## config.mk

```make
export PLATFORM = sky130hd
export DESIGN_NAME = pe_skew_buffer
export DESIGN_NICKNAME = d
export VERILOG_FILES = /design/src/rtl/pe_skew_buffer.sv
export SDC_FILE = /design/constraint.sdc
export NUM_CORES = 1
export LEC_CHECK = 0
export ABC_AREA = 1
export BUFFER_PORTS_ARGS = -buffer_cell sky130_fd_sc_hd__buf_2
export CAP_MARGIN = 25
export CORE_ASPECT_RATIO = 1.2
export CORE_MARGIN = 5
export CORE_UTILIZATION = 49
export CTS_CLUSTER_DIAMETER = 120
export DETAILED_ROUTE_END_ITERATION = 12
export PLACE_DENSITY = 0.75
export RECOVER_POWER = 25
export SYNTH_ARGS = -nofsm -noshare
export SYNTH_HDL_FRONTEND = slang
export SYNTH_SLANG_ARGS = --single-unit
```

## constraint.sdc

```tcl
create_clock -name clk -period 4.76 [get_ports clk]
set_input_delay 0.714 -clock clk [delete_from_list [all_inputs] [get_ports clk]]
set_output_delay 0.714 -clock clk [all_outputs]
set_load 0.02 [all_outputs]
```

## src/rtl/pe_skew_buffer.sv

```systemverilog
// rtl/pe_skew_buffer.sv - pausable diagonal skew buffer for the systolic array edge
//
// Purpose:
//   Stages a LANES-wide input vector so that lane i leaves the buffer
//   i+1+EXTRA_DEPTH advance edges after it was accepted, which produces the
//   diagonal wavefront the array expects. Every stage carries a valid bit.
//   Empty slots are zero-filled so downstream PEs accumulate 0. A small
//   IDLE/RUN/DRAIN FSM tells the controller when the wavefront has fully
//   left the buffer.
//
// Optional feature macro: PE_SKEW_BYPASS_EN
//   When defined, the skew_bypass input is added. It is sampled on the
//   IDLE->RUN edge. While the latched value is 1, every lane is taken from
//   stage 1, so all lanes have depth 1 and the FSM treats D_max as 1.
//
// Ports:
//   clk         clock
//   reset       synchronous active-high reset (highest priority)
//   pause       freeze all state
//   flush       synchronous clear of all contents, no drain pulse
//   in_valid    d carries a valid lane vector
//   in_ready    !pause && !flush (combinational)
//   d           lane vector; lane i is at [i*REG_WIDTH +: REG_WIDTH]
//   skew_bypass (PE_SKEW_BYPASS_EN only) run this burst without skew
//   q           skewed lane outputs, same packing as d
//   q_valid     per-lane valid for q
//   busy        FSM is not IDLE (registered)
//   drain_done  one-cycle pulse when the last valid word has left all lanes
module pe_skew_buffer #(
  parameter int REG_WIDTH   = 16,
  parameter int LANES       = 4,
  parameter int EXTRA_DEPTH = 0
) (
  input  logic                       clk,
  input  logic                       reset,
  input  logic                       pause,
  input  logic                       flush,
  input  logic                       in_valid,
`ifdef PE_SKEW_BYPASS_EN
  input  logic                       skew_bypass,
`endif
  output logic                       in_ready,
  input  logic [LANES*REG_WIDTH-1:0] d,
  output logic [LANES*REG_WIDTH-1:0] q,
  output logic [LANES-1:0]           q_valid,
  output logic                       busy,
  output logic                       drain_done
);

  localparam int DMAX = LANES + EXTRA_DEPTH;
  localparam int CW   = ($clog2(DMAX + 1) > 5) ? $clog2(DMAX + 1) : 5;

  typedef enum logic [1:0] {
    S_IDLE  = 2'd0,
    S_RUN   = 2'd1,
    S_DRAIN = 2'd2
  } state_t;

  state_t          state_q;
  logic [CW-1:0]   drain_cnt_q;
  logic            busy_q;
  logic            drain_done_q;
  logic            byp_q;
  logic            byp_in;
  logic [CW-1:0]   dmax_m1;

`ifdef PE_SKEW_BYPASS_EN
  assign byp_in = skew_bypass;
`else
  assign byp_in = 1'b0;
`endif

  assign in_ready   = !pause && !flush;
  assign busy       = busy_q;
  assign drain_done = drain_done_q;

  // In bypass mode the whole buffer behaves as depth 1.
  assign dmax_m1 = byp_q ? '0 : CW'(DMAX - 1);

  // Per-lane shift registers; lane l holds exactly l+1+EXTRA_DEPTH stages.
  for (genvar l = 0; l < LANES; l++) begin : g_lane
    localparam int DL = l + 1 + EXTRA_DEPTH;

    logic [REG_WIDTH-1:0] dat_q [DL];
    logic [DL-1:0]        vld_q;

    always_ff @(posedge clk) begin
      if (reset || flush) begin
        vld_q <= '0;
        for (int s = 0; s < DL; s++) dat_q[s] <= '0;
      end else if (!pause) begin
        vld_q[0] <= in_valid;
        dat_q[0] <= in_valid ? d[l*REG_WIDTH +: REG_WIDTH] : '0;
        for (int s = 1; s < DL; s++) begin
          // Bypass bursts never reach the deeper stages, which keeps them
          // empty so IDLE still implies that no stage holds a valid word.
          if (byp_q) begin
            vld_q[s] <= 1'b0;
            dat_q[s] <= '0;
          end else begin
            vld_q[s] <= vld_q[s-1];
            dat_q[s] <= dat_q[s-1];
          end
        end
      end
    end

    assign q[l*REG_WIDTH +: REG_WIDTH] = byp_q ? dat_q[0] : dat_q[DL-1];
    assign q_valid[l]                  = byp_q ? vld_q[0] : vld_q[DL-1];
  end

  // Run/drain tracker. drain_cnt counts the remaining advance edges until
  // the last accepted word has left lane LANES-1.
  always_ff @(posedge clk) begin
    if (reset || flush) begin
      state_q      <= S_IDLE;
      drain_cnt_q  <= '0;
      busy_q       <= 1'b0;
      drain_done_q <= 1'b0;
      byp_q        <= 1'b0;
    end else begin
      // The pulse always lasts one cycle, even if pause follows.
      drain_done_q <= 1'b0;
      if (!pause) begin
        case (state_q)
          S_IDLE: begin
            if (in_valid) begin
              state_q <= S_RUN;
              busy_q  <= 1'b1;
              byp_q   <= byp_in;
            end
          end
          S_RUN: begin
            if (!in_valid) begin
              if (dmax_m1 == '0) begin
                state_q      <= S_IDLE;
                busy_q       <= 1'b0;
                drain_done_q <= 1'b1;
                byp_q        <= 1'b0;
              end else begin
                state_q     <= S_DRAIN;
                drain_cnt_q <= dmax_m1;
              end
            end
          end
          S_DRAIN: begin
            if (in_valid) begin
              state_q     <= S_RUN;
              drain_cnt_q <= '0;
            end else if (drain_cnt_q == CW'(1)) begin
              state_q      <= S_IDLE;
              busy_q       <= 1'b0;
              drain_done_q <= 1'b1;
              drain_cnt_q  <= '0;
              byp_q        <= 1'b0;
            end else begin
              drain_cnt_q <= drain_cnt_q - CW'(1);
            end
          end
          default: begin
            state_q     <= S_IDLE;
            busy_q      <= 1'b0;
            drain_cnt_q <= '0;
            byp_q       <= 1'b0;
          end
        endcase
      end
    end
  end

endmodule
```

# Word-level counts from Yosys, hierarchy flattened
# Memory sizes are Yosys's and may differ from the RTL's.
# Cells that the tools add are included.
# word_totals
regBits	20
ramBits	160
input_bits	69
mem_count	4
# memory_table
memory	depth	word_bits	rd	rd_ports_with_merged_regs	write_ports	line	text
g_lane[3].dat_q	4	16	4	0	4	84	logic [REG_WIDTH-1:0] dat_q [DL];
g_lane[2].dat_q	3	16	3	0	3	84	
g_lane[1].dat_q	2	16	2	0	2	84	
g_lane[0].dat_q	1	16	1	0	1	84	
# op_classes
add_sub_neg	1
n_eq_ne	10
n_mux	71
n_bitwise	17
reduce_logical	11
# op_table
operator	n
$mux W16	23
$mux W1	33
$mux W5	4
$reduce_or A16 Y1	1
$or A1 B1 Y1	15
$pmux W5 S3	1
$mux W2	6
$ne A2 B2 Y1 const B	6
$reduce_and A4 Y1	2
$pmux W1 S3	2
$pmux W2 S3	1
$reduce_and A6 Y1	1
$eq A5 B1 Y1 const B	1
$logic_not A5 Y1	1
$sub A5 B1 Y5 const B	1
$ne A3 B3 Y1 const B	1
$eq A2 B1 Y1 const B	1
$eq A2 B2 Y1 const B	1
$logic_not A1 Y1	2
$logic_not A2 Y1	1
$not A1 Y1	2
$pmux W1 S2	1
$reduce_or A2 Y1	1
$logic_and A1 B1 Y1	1
$logic_or A1 B1 Y1	1

# Depth between registers and ports, before layout
# Gate-level depths: netlist of the first run.
# depth
word_depth	6
ltp_mapped	10
mapped_depth_nobuf	10

# Least setup slack after synthesis of the first run
# Ideal clock, no wire load.
# synth_timing
path_type	input to register
from	in flush
to	mem g_lane[0].dat_q[0][0], enable pin
setup_time_ns	1.339
arrival_time_ns	3.506
slack_ns	-0.085
path_stages	2
n_path_buf	0
path_cell_list	nor2_4 nand2_1
# synth_via
elab_chain_len	5
word_cells_on_any_way	7
classes_between	5 x mux; 2 x reduce/logical
# synth_rtl
element	line	text
from (decl)	37	input logic flush,
$logic_or A1 B1 Y1 *	88	if (reset || flush) begin
$mux W1	88	
$mux W1	93	dat_q[0] <= in_valid ? d[l*REG_WIDTH +: REG_WIDTH] : '0;
$reduce_or A16 Y1 (no source line)	n/a	
$mux W1 (no source line) *	n/a	
to (decl)	84	
# Every way passes the cells marked *; elsewhere a longest branch is shown, timed or not.

==> flow_metrics.tcl, run 1 <==
set metrics [dict create \
    outcome "finished with violations" \
    violations "capacitance limit, slew limit" \
    dp_hpwl_um 7370 \
    holdPathEnd "busy$_SDFFE_PP0P_" \
    start_kind "primary input" \
    post-route-min-period_ps 2840 \
    clock-root-buffer "clkbuf_16" \
    post_cts_resized 0 \
    pin_count 140 \
    grt_antenna_before_repair 0 \
    arrival_ps 3070 \
    regToRegSetupSlack_ps 3260 \
    p_leak_nw 3.85 \
    rsz0062_at_grt "no" \
    die_h_um 140 \
    slew_headroom -0.189 \
    fmax_mhz 352 \
    critPathMaxStageDelay_ps 990 \
    fin_ws_ps 1920 \
    die_w_um 118 \
    clk_pin_slew_worst_paths_ps 60 \
    ctsHoldBuffers 0 \
    track_usage 0.145 \
    cp_data_required_time_ps 4980 \
    p_per_area_nw_per_um2 399 \
    clk_path_buf_depth 2 \
    crit_path_frequent_cell "nor2_1" \
    setup-violations-final 0 \
    core_sq_um 13800 \
    cp_slowest_cell "clkbuf_2" \
    vias 4113 \
    critPathCaptureType "flop" \
    post_cts_buffers 0 \
    core.rowCount 47 \
    mostFrequentLayoutCells "176 x inv_1, 166 x nor2_1, 160 x edfxtp_1" \
    ys_warn_count 0 \
    fillers 1105 \
    io_buffers 139 \
    hold_path.class "flop to flop" \
    nets 824 \
    yosysTopAreaCellShare 0.697 \
    total_power_mw 3.32 \
    crit_family "simple AND/OR/NAND/NOR gates" \
    firstDrtPassIters 4 \
    maxCapViolations 1 \
    finalMaxSlewViolations 96 \
    grt_max_degree 125 \
    gp_congestion 0.726 \
    grt_overflow 0 \
    synth_area_per_cell_sq_um 11.4 \
    holdCritStartpoint "busy$_SDFFE_PP0P_" \
    multiInputGateArea_sq_um 1040 \
    hold_viol 0 \
    grt_pass1_vias 4313 \
    period_share 0.597 \
    holdPathStages 2 \
    n_antenna_cell 0 \
    syn_inst 605 \
    htreeDepth 4 \
    worstRegToRegCells 9 \
    grt_first_pass_wirelength_um 19400 \
    synthesis.nets 681 \
    drc 0 \
    ir_worst_vdd_v 0.000229 \
    yosys_register_bits 173 \
    path_cells "clkbuf_1 > nor2_1 > nand2_1 > clkbuf_2 > nor2_1" \
    cp_max_fo 95 \
    postLayoutCellArea_sq_um 8310 \
    viasPerCell 4.41 \
    tightest_slew_ps 1780 \
    die_area_sq_um 16500 \
    drt-total-wl_um 11400 \
    finalSetupTns_ps 0 \
    place_ws_ps 2170 \
    dpl_cell_area_sq_um 7720 \
    initial_utilization 0.499 \
    syn_to_final_growth_pct 20.7 \
    drive_gt1_frac 0.242 \
    synth.cell_area_sq_um 6890 \
    drt-initial-drc-count 270 \
    clock_skew_ps 9.07 \
    ant_nets 0 \
    synth.yosys.seq_area_share 0.735 \
    reg2reg_from "state_q[1]$_SDFFE_PP0P_" \
    r2r_end "drain_cnt_q[1]$_SDFFE_PP0P_" \
    clkLatencyLatePin_ps 420 \
    synth_area_leaders "edfxtp_1 70%, inv_1 9.5%, nor2_1 9.0%, dfxtp_1 3.8%, ha_1 1.3%" \
    final_core_util 0.602 \
    yosysTopAreaCell "edfxtp_1" \
    path_buf_inv 2 \
    regArea_sq_um 5060 \
    cts.sinks 173 \
    drt-wirelength-per-cell_um 12.2 \
    cts_tree "yes" \
    final_common_cell "inv_1" \
    cts_buffers 17 \
    ys_types 24 \
    critical_path_class "primary input to flop" \
]
-- through the flow --
stage / hold WS, ps / instances
after floorplan: 457 / 605
after global placement: 468 / 899
after detailed placement: 472 / 899
after CTS: 486 / 931
after global routing: 505 / 932
final: 478 / 932
-- worst reg2reg max path: stages, from the launching register on --
cell     delay [ps]
dfxtp_1         380
inv_1           100
ha_1            220
nand2_1          70
nand2_1          60
inv_1            90
nand2_4          80
nor2_1          170
o21ai_1         100
a21oi_1         140
-- worst max path at each step --
| stage | from | slack, ps | to | cells past startpoint |
|---|---|---|---|---|
| 6_report | flush | 1920 | g_lane[3].dat_q[2][1]$_SDFFCE_PN0P_ | 5 |
| 3_5_place_dp | flush | 2170 | g_lane[3].dat_q[2][1]$_SDFFCE_PN0P_ | 4 |
| 2_1_floorplan | flush | 1550 | g_lane[0].dat_q[0][0]$_SDFFCE_PN0P_ | 2 |
| 3_3_place_gp | flush | 2260 | g_lane[3].dat_q[1][2]$_SDFFCE_PN0P_ | 4 |
| 5_1_grt | flush | 1560 | g_lane[1].dat_q[1][15]$_SDFFCE_PN0P_ | 5 |
| 4_1_cts | flush | 2610 | g_lane[3].dat_q[3][2]$_SDFFCE_PN0P_ | 4 |
-- synthesized netlist by cell type, drive strengths merged --
library cell / number
nand3: 10
nor3: 1
nor4: 1
o21ai: 4
nor2: 176
buf: 17
a21oi: 10
o22ai: 2
inv: 178
nand2: 24
clkbuf: 1
dfxtp: 13
edfxtp: 160
o21bai: 1
ha: 7
-- layer usage --
metal  global-route usage  vias up  wire [um]
met5                    0        -          0
met4               0.0713        0        242
met3               0.0484       20        814
met2                0.247      117       5750
met1                0.163     1859       4590
li1                     -     2117          -
-- area by class of cell --
| type | count | share of cell area |
|---|---|---|
| sequential | 173 | 0.609 |
| multi-input combinational | 236 | 0.126 |
| timing repair buffer | 142 | 0.0859 |
| inverter | 178 | 0.0804 |
| clock buffer | 25 | 0.0596 |
| tap | 171 | 0.0257 |
| clock inverter | 7 | 0.0137 |
-- where the power goes --
| group | switching [mW] | internal (mW) | total, mW |
|---|---|---|---|
| clock network | 0.526 | 0.880 | 1.41 |
| registers | 0.0170 | 1.72 | 1.74 |
| logic | 0.117 | 0.0560 | 0.173 |
-- flip-flops by register name, summed over array words and instances, names as in the netlist --
name and count:
g_lane.vld_q 4, drain_cnt_q 5, state_q 2, busy 1
g_lane.dat_q 160, drain_done 1
-- kinds of logic (layout without fill, tap and decap cells) --
logic type / after synthesis / after routing / synth area share
and+or+nand+nor: 212 / 212 / 0.125
buffers and inverters: 196 / 352 / 0.114
DFF: 173 / 173 / 0.735
AOI/OAI and AO/OA: 17 / 17 / 0.0131
adders and majority gates: 7 / 7 / 0.0127
(Power assumes the default switching activity.)
==> inputs of run 2 (changes only) <==
- clock period: 4.76 -> 2.4 ns (I/O delays scaled with it)
==> flow_metrics.tcl, run 2 (same netlist as run 1, synthesis figures left out) <==
set metrics [dict create \
    drt-total-wl_um 11600 \
    grt_overflow 0 \
    place_ws_ps 657 \
    clkLatencyLatePin_ps 420 \
    drc 0 \
    slew_headroom 0.327 \
    postLayoutCellArea_sq_um 8400 \
    arrival_ps 1820 \
    syn_to_final_growth_pct 21.9 \
    reg_top3 "g_lane.dat_q x160, drain_cnt_q x5, g_lane.vld_q x4" \
    track_usage 0.147 \
    ant_nets 0 \
    final_common_cell "inv_1" \
    grt_first_pass_wirelength_um 19600 \
    fmax_mhz 574 \
    io_buffers 139 \
    post-route-min-period_ps 1740 \
    hold_viol 0 \
    core_sq_um 13800 \
    rsz0062_at_grt "no" \
    grt_pass1_vias 4337 \
    critPathCaptureType "flop" \
    dp_hpwl_um 7840 \
    initial_utilization 0.499 \
    cts.sinks 173 \
    die_area_sq_um 16500 \
    clock_skew_ps 6.05 \
    setup-violations-final 0 \
    grt_antenna_before_repair 1 \
    mostFrequentLayoutCells "175 x inv_1, 165 x nor2_1, 160 x edfxtp_1" \
    finalSetupTns_ps 0 \
    clock-root-buffer "clkbuf_16" \
    p_per_area_nw_per_um2 802 \
    fin_ws_ps 659 \
    die_h_um 140 \
    post_cts_buffers 0 \
    drive_gt1_frac 0.248 \
    pin_count 140 \
    viasPerCell 4.42 \
    nets 826 \
    drt-wirelength-per-cell_um 12.4 \
    core.rowCount 47 \
    outcome "finished clean" \
    critical_path_class "primary input to flop" \
    cp_max_fo 71 \
    gp_congestion 0.766 \
    clk_path_buf_depth 2 \
    hold_path.class "primary input to flop" \
    finalMaxSlewViolations 0 \
    period_share 0.725 \
    start_kind "primary input" \
    top_register "g_lane.dat_q" \
    cts_buffers 17 \
    dpl_cell_area_sq_um 7780 \
    cts_tree "yes" \
    vias 4131 \
    largest_reg_flops 160 \
    drt-initial-drc-count 310 \
    firstDrtPassIters 6 \
    p_leak_nw 3.89 \
    n_antenna_cell 0 \
    ctsHoldBuffers 0 \
    final_core_util 0.608 \
    tightest_slew_ps 1010 \
    post_cts_resized 0 \
    htreeDepth 4 \
    cp_data_required_time_ps 2480 \
    clk_pin_slew_worst_paths_ps 60 \
    grt_max_degree 72 \
    ir_worst_vdd_v 0.000581 \
    die_w_um 118 \
    maxCapViolations 0 \
]
==> run 2: cell count changes in the layout (fill, tap and decap cells not counted), moves of 2 or more <==
cell	before	now
clkbuf_1	5	2
clkbuf_8	4	0
inv_6	0	2
bufinv_16	3	5
buf_12	0	3
clkinvlp_4	0	2
clkinv_1	0	2
==> run 2: layer usage <==
layer  track usage  routed length (um)
met1         0.167                4730
met5             0                  13
met3        0.0581                 789
met4        0.0537                 153
met2         0.252                5930
==> run 2: worst max-delay path: stages <==
cell and delay, ps:
clkbuf_1 140, nor2_4 90, nand2_2 740, buf_12 410
==> run 2: path summary, 6_finish.rpt <==
path                                               from  cells after the start  slack [ps]                                   end
worst min register to register        busy$_SDFFE_PP0P_                      2         500                     busy$_SDFFE_PP0P_
worst max register to register  state_q[0]$_SDFFE_PP0P_                      8         920           drain_cnt_q[4]$_SDFFE_PP0P_
worst max-delay path                              flush                      4         660  g_lane[2].dat_q[2][12]$_SDFFCE_PN0P_
worst min-delay path                           in_valid                      2         220                 drain_done$_SDFF_PP0_
==> run 2: layout make-up <==
type / count / area, sq um
fillers: 1052 / 5420
repair buffers: 144 / 768
clock buffers: 17 / 425
well taps: 171 / 214
inverters: 178 / 668
multi-input cells: 236 / 1040
flip-flops and latches: 173 / 5060
clock inverters: 15 / 216
==> run 2: per-stage QoR <==
| stage | power (mW) | cells | hold WS [ps] |
|---|---|---|---|
| 5_1_grt | 6.98 | 934 | 218 |
| 4_1_cts | 6.80 | 934 | 206 |
| 3_5_place_dp | 3.87 | 902 | 483 |
| 2_1_floorplan | 3.72 | 605 | 431 |
| 6_report | 6.74 | 934 | 216 |
| 3_3_place_gp | 3.85 | 902 | 473 |
==> run 2: power breakdown <==
group          switching (mW)  total [mW]  internal [mW]  leakage (nW)
sequential             0.0335        3.44           3.41          1.97
clock                    1.09        2.94           1.85         0.310
combinational           0.237       0.353          0.117          1.62
total                    1.36        6.74           5.37          3.89
==> inputs of run 3 (changes only) <==
- ABC_AREA: 1 -> 0
- PLACE_DENSITY: 0.75 -> 0.76
- clock period: 2.4 -> 1.6 ns (I/O delays scaled with it)
==> flow_metrics.tcl, run 3 <==
set metrics [dict create \
    mostFrequentLayoutCells "160 x edfxtp_1, 159 x and2_1, 138 x buf_2" \
    start_kind "flop" \
    vias 3526 \
    ant_nets 0 \
    viasPerCell 4.64 \
    track_usage 0.141 \
    clock_skew_ps 7.16 \
    syn_to_final_growth_pct 25.7 \
    maxCapViolations 0 \
    dpl.cell_count 722 \
    violations "setup timing" \
    cp_max_fo 4 \
    clkLatencyLatePin_ps 410 \
    synth-edff-count 160 \
    critPathMaxStageDelay_ps 500 \
    holdPathStages 2 \
    post-route-min-period_ps 1720 \
    clk_pin_slew_worst_paths_ps 70 \
    htreeDepth 4 \
    drc 0 \
    grt_max_degree 94 \
    regToRegSetupSlack_ps -120 \
    outcome "finished with violations" \
    rsz0062_at_grt "yes" \
    crit_family "simple AND/OR/NAND/NOR gates" \
    p_leak_nw 3.63 \
    whs_ps 97.7 \
    p_sw_mw 2.15 \
    grt_pass1_vias 3600 \
    yosysTopAreaCell "edfxtp_1" \
    synth.yosys.seq_area_share 0.765 \
    drive_gt1_frac 0.365 \
    initial_utilization 0.500 \
    dp_hpwl_um 7110 \
    synth_most_common_cell "and2_1" \
    nets 655 \
    grt_first_pass_wirelength_um 17400 \
    finalSetupTns_ps -185 \
    synth_area_per_cell_sq_um 15.6 \
    cp.depth 6 \
    synth.cell_area_sq_um 6620 \
    fin_cells 760 \
    arrival_ps 2060 \
    critical_path_class "flop to flop" \
    p_per_area_nw_per_um2 1160 \
    final_core_util 0.629 \
    pwr-share-seq 0.532 \
    combPwrFrac 0.049 \
    slew_headroom 0.423 \
    fmax_mhz 582 \
    die_area_sq_um 16000 \
    grt_antenna_before_repair 0 \
    hold_path.class "primary input to flop" \
    cts.sinks 173 \
    p_sw_frac 0.222 \
    path_buf_inv 2 \
    n_antenna_cell 0 \
    cts_tree "yes" \
    core_sq_um 13200 \
    synth_commonest_cells "161 x and2_1, 160 x edfxtp_1, 13 x dfxtp_1, 12 x clkbuf_1" \
    die_h_um 137 \
    largest_reg_flops 160 \
    clk_path_buf_depth 2 \
    clock-root-buffer "clkbuf_16" \
    grt_overflow 0 \
    critPathCaptureType "flop" \
    ys_async_sr_fraction 0 \
    yosysTopAreaCellShare 0.725 \
    pin_count 140 \
    tightest_slew_ps 866 \
    cp_data_required_time_ps 1940 \
    firstDrtPassIters 5 \
    ir_worst_vdd_v 0.000591 \
    period_share 1.07 \
    reg_top3 "g_lane.dat_q x160, drain_cnt_q x5, g_lane.vld_q x4" \
    hold_viol 0 \
    p_clk_frac 0.419 \
    cts_buffers 17 \
    cp_slowest_cell "or4_1" \
    worstRegToRegCells 6 \
    drt-wirelength-per-cell_um 14.3 \
    synth_flop_cell "edfxtp_1" \
    setup-violations-final 4 \
    syn_inst 424 \
    fin_ws_ps -119 \
    synthesis.nets 500 \
    yosys_register_bits 173 \
    ctsHoldBuffers 0 \
    core.rowCount 46 \
    gp_congestion 0.847 \
    io_buffers 139 \
    path_cells "inv_1 > ha_1 > inv_2 > or3_4 > or4_1 > a21oi_1" \
    drt-initial-drc-count 102 \
    final_common_cell "edfxtp_1" \
    drt-total-wl_um 10800 \
    die_w_um 116 \
    ys_types 37 \
    top_register "g_lane.dat_q" \
    ys_warn_count 0 \
    finalMaxSlewViolations 0 \
    synth_area_leaders "edfxtp_1 73%, and2_1 15%, dfxtp_1 3.9%, ha_1 1.3%, clkbuf_1 0.68%" \
    p_int_mw 7.53 \
]
## run 3: cell count changes after synthesis, sizes merged, moves of 6 or more
cell and change:
inv -172, nor2 -168, buf -12, and2 +161
nand3 -6, nand2 -19, clkbuf +16
## run 3: stage by stage
step,power [mW],area (sq um),worst slack [ps]
after floorplan,5.51,6680,-7.57
after global placement,5.72,7660,-6.95
after detailed placement,5.74,7660,-132
after CTS,9.79,8360,-13.1
after global routing,10.0,8330,-126
final,9.68,8330,-119
## run 3: power groups by stage
stage	registers, mW	logic [mW]	clock network, mW
after floorplan	5.36	0.153	0
after global placement	5.25	0.470	0
after detailed placement	5.26	0.485	0
after CTS	5.16	0.496	4.14
after global routing	5.17	0.515	4.34
final	5.16	0.473	4.06
## run 3: worst paths after layout
path                                     from                                   to
hold reg to reg   drain_cnt_q[1]$_SDFFE_PP0P_          drain_cnt_q[1]$_SDFFE_PP0P_
setup / recovery  drain_cnt_q[0]$_SDFFE_PP0P_          drain_cnt_q[4]$_SDFFE_PP0P_
setup reg to reg  drain_cnt_q[0]$_SDFFE_PP0P_          drain_cnt_q[4]$_SDFFE_PP0P_
hold / removal                           d[0]  g_lane[0].dat_q[0][0]$_SDFFCE_PN0P_
## run 3: cell type report
type | instances | area (sq um)
multi-input combinational | 223 | 1550
sequential | 173 | 5070
timing repair buffer | 158 | 863
clock inverter | 15 | 174
inverter | 6 | 27.5
clock buffer | 17 | 425
tap | 168 | 210
fill | 988 | 4910
## run 3: layer usage
layer,up-vias,routed length (um),global-route usage,part of all wire
met2,94,5930,0.246,0.55
li1,1796,-,-,-
met5,-,0,0,0
met3,22,625,0.0338,0.058
met1,1614,4070,0.166,0.38
met4,0,209,0.0632,0.019
## run 3: timing repair
action | CTS | global route
endpoints found under the setup margin | 5 | 9
gates resized for setup | 14 | 7
setup buffers | 6 | 0
pin swaps | 8 | 2
## run 3: kinds of logic after synthesis
logic type / after synthesis / share of synthesized area
multiplexers: 4 / 0.00623
AND/OR/NAND/NOR: 195 / 0.180
buffers and inverters: 28 / 0.0189
flip-flops: 173 / 0.765
AO/OA/AOI/OAI: 17 / 0.0170
adder cells (fa/ha/maj): 7 / 0.0132
